<file path="config.mk">
export PLATFORM = sky130hd
export DESIGN_NAME = serial_sub
export DESIGN_NICKNAME = d
export VERILOG_FILES = /design/src/rtl/serial_sub_pkg.sv /design/src/rtl/fa.sv /design/src/rtl/serial_sub.sv
export SDC_FILE = /design/constraint.sdc
export NUM_CORES = 1
export LEC_CHECK = 0
export ABC_AREA = 1
export BUFFER_PORTS_ARGS = -buffer_cell sky130_fd_sc_hd__buf_4
export CORE_UTILIZATION = 50
export CTS_CLUSTER_DIAMETER = 40
export DETAILED_ROUTE_END_ITERATION = 7
export PLACE_DENSITY = 0.79
export RECOVER_POWER = 25
export SLEW_MARGIN = 20
export SYNTH_ARGS = -nofsm -noshare
export SYNTH_HDL_FRONTEND = slang
export SYNTH_SLANG_ARGS = --single-unit
</file>
<file path="constraint.sdc">
create_clock -name clk -period 1.3 [get_ports clk]
set_clock_uncertainty 0.05 [all_clocks]
set_input_delay 0.195 -clock clk [delete_from_list [all_inputs] [get_ports clk]]
set_output_delay 0.195 -clock clk [all_outputs]
set_load 0.005 [all_outputs]
</file>
<file path="src/rtl/serial_sub_pkg.sv">
// serial_sub_pkg: shared types and constants for the bit-serial subtractor.
//   state_t    : controller states (IDLE, RUN, DONE)
//   CARRY_INIT : carry value at reset and on acceptance; this is the "+1" of A + ~B + 1
package serial_sub_pkg;

   typedef enum logic [1:0] {
      IDLE = 2'd0,
      RUN  = 2'd1,
      DONE = 2'd2
   } state_t;

   localparam logic CARRY_INIT = 1'b1;

endpackage

</file>
<file path="src/rtl/fa.sv">
// fa: combinational one-bit full adder.
//   a, b : addend bits
//   cin  : carry in
//   s    : sum bit
//   cout : carry out
module fa (
   input  logic a,
   input  logic b,
   input  logic cin,
   output logic s,
   output logic cout
);

   assign s    = a ^ b ^ cin;
   assign cout = (a & b) | (a & cin) | (b & cin);

endmodule

</file>
<file path="src/rtl/serial_sub.sv">
// serial_sub: bit-serial subtractor, D = A - B, one bit per clock, LSB first.
// A single fa cell adds A + ~B + 1; a flop carries the inter-bit carry.
// Optional feature macro: SERIAL_SUB_OVF_EN adds the signed-overflow output ovf.
//   clk   : rising-edge clock
//   n_rst : asynchronous active-low reset
//   start : request, sampled only in IDLE
//   A, B  : minuend / subtrahend, sampled on the accepting edge only
//   busy  : high whenever the controller is not IDLE
//   done  : one-cycle completion pulse
//   D     : difference (A - B) mod 2^WIDTH, held until the next completion
//   bout  : borrow out, 1 iff unsigned A < B, held
//   ovf   : signed overflow, held (SERIAL_SUB_OVF_EN only)
module serial_sub
   import serial_sub_pkg::*;
#(
   parameter int unsigned WIDTH = 8
) (
   input  logic             clk,
   input  logic             n_rst,
   input  logic             start,
   input  logic [WIDTH-1:0] A,
   input  logic [WIDTH-1:0] B,
   output logic             busy,
   output logic             done,
   output logic [WIDTH-1:0] D,
   output logic             bout
`ifdef SERIAL_SUB_OVF_EN
   ,
   output logic             ovf
`endif
);

   localparam int unsigned CW = $clog2(WIDTH);
   localparam logic [CW-1:0] LAST = CW'(WIDTH - 1);

   state_t           state;
   logic [CW-1:0]    cnt;
   logic [WIDTH-1:0] sa;
   logic [WIDTH-1:0] sb;
   logic [WIDTH-1:0] res;
   logic             carry;
   logic             sum;
   logic             c_out;

`ifdef SERIAL_SUB_OVF_EN
   logic             a_sign;
   logic             b_sign;
`endif

   fa u_fa (
      .a    (sa[0]),
      .b    (sb[0]),
      .cin  (carry),
      .s    (sum),
      .cout (c_out)
   );

   always_ff @(posedge clk or negedge n_rst) begin
      if (!n_rst) begin
         state <= IDLE;
         cnt   <= '0;
         sa    <= '0;
         sb    <= '0;
         res   <= '0;
         carry <= CARRY_INIT;
         busy  <= 1'b0;
         done  <= 1'b0;
         D     <= '0;
         bout  <= 1'b0;
`ifdef SERIAL_SUB_OVF_EN
         a_sign <= 1'b0;
         b_sign <= 1'b0;
         ovf    <= 1'b0;
`endif
      end else begin
         unique case (state)
            IDLE: begin
               done <= 1'b0;
               if (start) begin
                  sa    <= A;
                  sb    <= ~B;
                  carry <= CARRY_INIT;
                  cnt   <= '0;
                  busy  <= 1'b1;
                  state <= RUN;
`ifdef SERIAL_SUB_OVF_EN
                  a_sign <= A[WIDTH-1];
                  b_sign <= B[WIDTH-1];
`endif
               end
            end
            RUN: begin
               sa    <= sa >> 1;
               sb    <= sb >> 1;
               res   <= {sum, res[WIDTH-1:1]};
               carry <= c_out;
               if (cnt == LAST) begin
                  // Final bit: publish the result built from the current sum bit.
                  D     <= {sum, res[WIDTH-1:1]};
                  bout  <= ~c_out;
                  done  <= 1'b1;
                  state <= DONE;
`ifdef SERIAL_SUB_OVF_EN
                  ovf <= (a_sign != b_sign) & (sum != a_sign);
`endif
               end else begin
                  cnt <= cnt + 1'b1;
               end
            end
            DONE: begin
               done  <= 1'b0;
               busy  <= 1'b0;
               state <= IDLE;
            end
            default: begin
               done  <= 1'b0;
               busy  <= 1'b0;
               state <= IDLE;
            end
         endcase
      end
   end

endmodule
</file>
==> out/metrics.yaml <==
cells_and_area:
  n_fill_cell: 328
  antenna_cells: 0
  area_delta_synth_final_pct: 22.4
  fin_area_mm2: 0.00237
  instances_no_fill: 310
  utilization_pct: 64.2
  layout-drive-gt1-share_pct: 28.2
  finalNetCount: 284
synth:
  synth_top_area_cell: "dfrtp_1"
  synth_commonest_cells: "nand2_1, nand3_1, dfrtp_1"
  synth_most_common_cell: "nand2_1"
  ys_seq_elements: 40
  synth_edf_count: 0
  synth.area.top_cells: "dfrtp_1, nand3_1, nand2_1"
  ys.flop_type: "dfrtp_1"
  yosysUniqueCellTypes: 22
  yosysSeqAreaShare_pct: 51.8
  synthArstFlopShare_pct: 100
  synth_area_per_cell_um2: 8.72
  synth.net_count: 245
  yosysTopAreaCellShare_pct: 50.4
  netlist_area_mm2: 0.00194
  syn_inst: 222
  yosysWarningCount: 0
setup_path:
  r2r_slack_ns: -0.01
  worstPathArrival_ns: 1.46
  start_kind: "flop"
  worstPathRequired_ns: 1.45
  endpoint_kind: "flop"
  cp_max_fo: 2
  crit_type: "flop to flop"
clocking:
  cts_buffers: 5
  clk_latency_ns: 0.30
  clk_pin_slew_ns: 0.08
  cts_tree: "built"
  clock-sinks: 40
  root_buffer: "clkbuf_8"
  cts_max_path_buffers: 2
  cts_htree_levels: 2
timing:
  max_slew.worst_pin.slew_ns: 0.540
  worst_slack_ns: -0.0139
  tns_ns: -0.0139
  rsz0062_at_grt: "yes"
  relSlewSlack_pct: 64.0
  fin_crit_ns: 1.31
  max_clock_freq_mhz: 761
  hold_ws_ns: 0.0430
  finalHoldViolCount: 0
  setup_viol: 1
  finalMaxSlewViolations: 0
  period_share_pct: 101
place:
  dpl_worst_slack_ns: -0.0280
  gp_congestion: 0.742
  dpl_cell_area_mm2: 0.00223
  dp_cells: 300
  port_buffers: 29
  dp_hpwl_um: 2410
drt:
  route.detailed.drc: 0
  drt-total-wl_um: 3540
  drtPass1Iterations: 4
  drt-initial-drc-count: 111
  ant_nets: 0
  via_count: 1532
  viasPerCell: 4.94
  avgRoutedWirePerCell_um: 11.4
floorplan:
  num_rows: 22
  boundaryPins: 30
  core_area_mm2: 0.00369
  die_w_um: 64.2
  die_height_um: 64.2
  die-area_mm2: 0.00412
  initial_core_util_pct: 52.5
status:
  status: "finished, violations left"
  violations: "setup timing"
power:
  ir_drop_uv: 1060
  power_density_mw_per_mm2: 2330
  power.leakage_nw: 1.28
  total_power_mw: 5.53
worst_hold_path:
  hold_class: "input port to flop"
flow_run:
  cap_violations: 0
global_route:
  grt-ovfl-total: 0
  grt_pass1_wl_um: 6510
  grt_max_degree: 41
  antenna_found_initial: 0
  grt_pass1_vias: 1459
  grt_usage_pct: 20.8
==> report_power, final <==
group          switching [mW]  internal (mW)
Clock                   0.445          0.374
Sequential              0.339           1.85
Combinational            1.37           1.15
==> registers in the layout, indices dropped and copies added (netlist names), 2 cells and up <==
register,count
state,2
cnt,3
sb,8
D,8
res,7
sa,8
==> cell type report <==
cell class | instances | area [µm²] | area share (%)
Sequential cell | 40 | 1000 | 42.3
Multi-Input combinational cell | 136 | 734 | 31.0
Timing Repair Buffer | 43 | 350 | 14.8
Inverter | 35 | 134 | 5.65
Clock buffer | 5 | 68.8 | 2.90
Tap cell | 48 | 60.1 | 2.53
Clock inverter | 3 | 18.8 | 0.792
==> final timing paths <==
check                                            end         startpoint  cells past startpoint
worst max-delay path              res[7]$_DFFE_PN0N_  carry$_DFFE_PN1P_                      3
worst min-delay path               sb[7]$_DFFE_PN0P_               B[7]                      2
worst max register to register    res[7]$_DFFE_PN0N_  carry$_DFFE_PN1P_                      3
worst min register to register      D[6]$_DFFE_PN0P_   D[6]$_DFFE_PN0P_                      2
max in group asynchronous       state[1]$_DFFE_PN0P_              n_rst                      2
min in group asynchronous           D[3]$_DFFE_PN0P_              n_rst                      2
==> worst max-delay path, stage by stage, from the launching register on <==
cell and delay, ns:
dfstp_2 0.54, inv_2 0.03, fa_1 0.51, o21ai_1 0.07
==> what timing repair did <==
action,in CTS,in global routing
hold buffers,1,0
setup endpoints to repair,12,27
hold endpoints to repair,39,0
setup buffers,1,0
pin swaps,0,1
resized for setup,3,9
==> cells by family (layout without fill, tap and decap cells) <==
| logic type | after synthesis | count (layout) | share of synthesized area [%] |
|---|---|---|---|
| and+or+nand+nor | 114 | 114 | 27.1 |
| buffers and inverters | 46 | 86 | 12.0 |
| DFF | 40 | 40 | 51.8 |
| adders and majority gates | 4 | 4 | 2.97 |
| AOI/OAI and AO/OA | 18 | 18 | 6.21 |
==> routing by layer <==
metal | wire (µm) | track usage (%) | part of all wire (%) | up-vias
met4 | 65 | 9.17 | 1.8 | 0
met2 | 1650 | 32.4 | 47 | 31
met5 | 0 | 0 | 0 | -
met3 | 180 | 6.07 | 5.1 | 7
met1 | 1640 | 26.8 | 46 | 708
li1 | - | - | - | 786
==> placed cells by master (no fill, tap or decap) <==
cell type	count
clkbuf_8	5
fa_1	1
ha_4	1
buf_12	2
dlygate4sd3_1	1
clkinv_2	2
nand3_2	1
nor2_4	1
inv_1	30
buf_4	39
nand3b_1	1
o21ai_0	6
dfrtp_1	38
o21ai_1	4
dfrtp_2	1
nand2_4	4
ha_2	2
clkinv_4	1
nor2_1	3
clkbuf_4	1
o21ai_2	8
nand2_1	53
dfstp_2	1
nand3_1	51
inv_4	1
inv_2	4
Power figures use the tool's default switching activity.
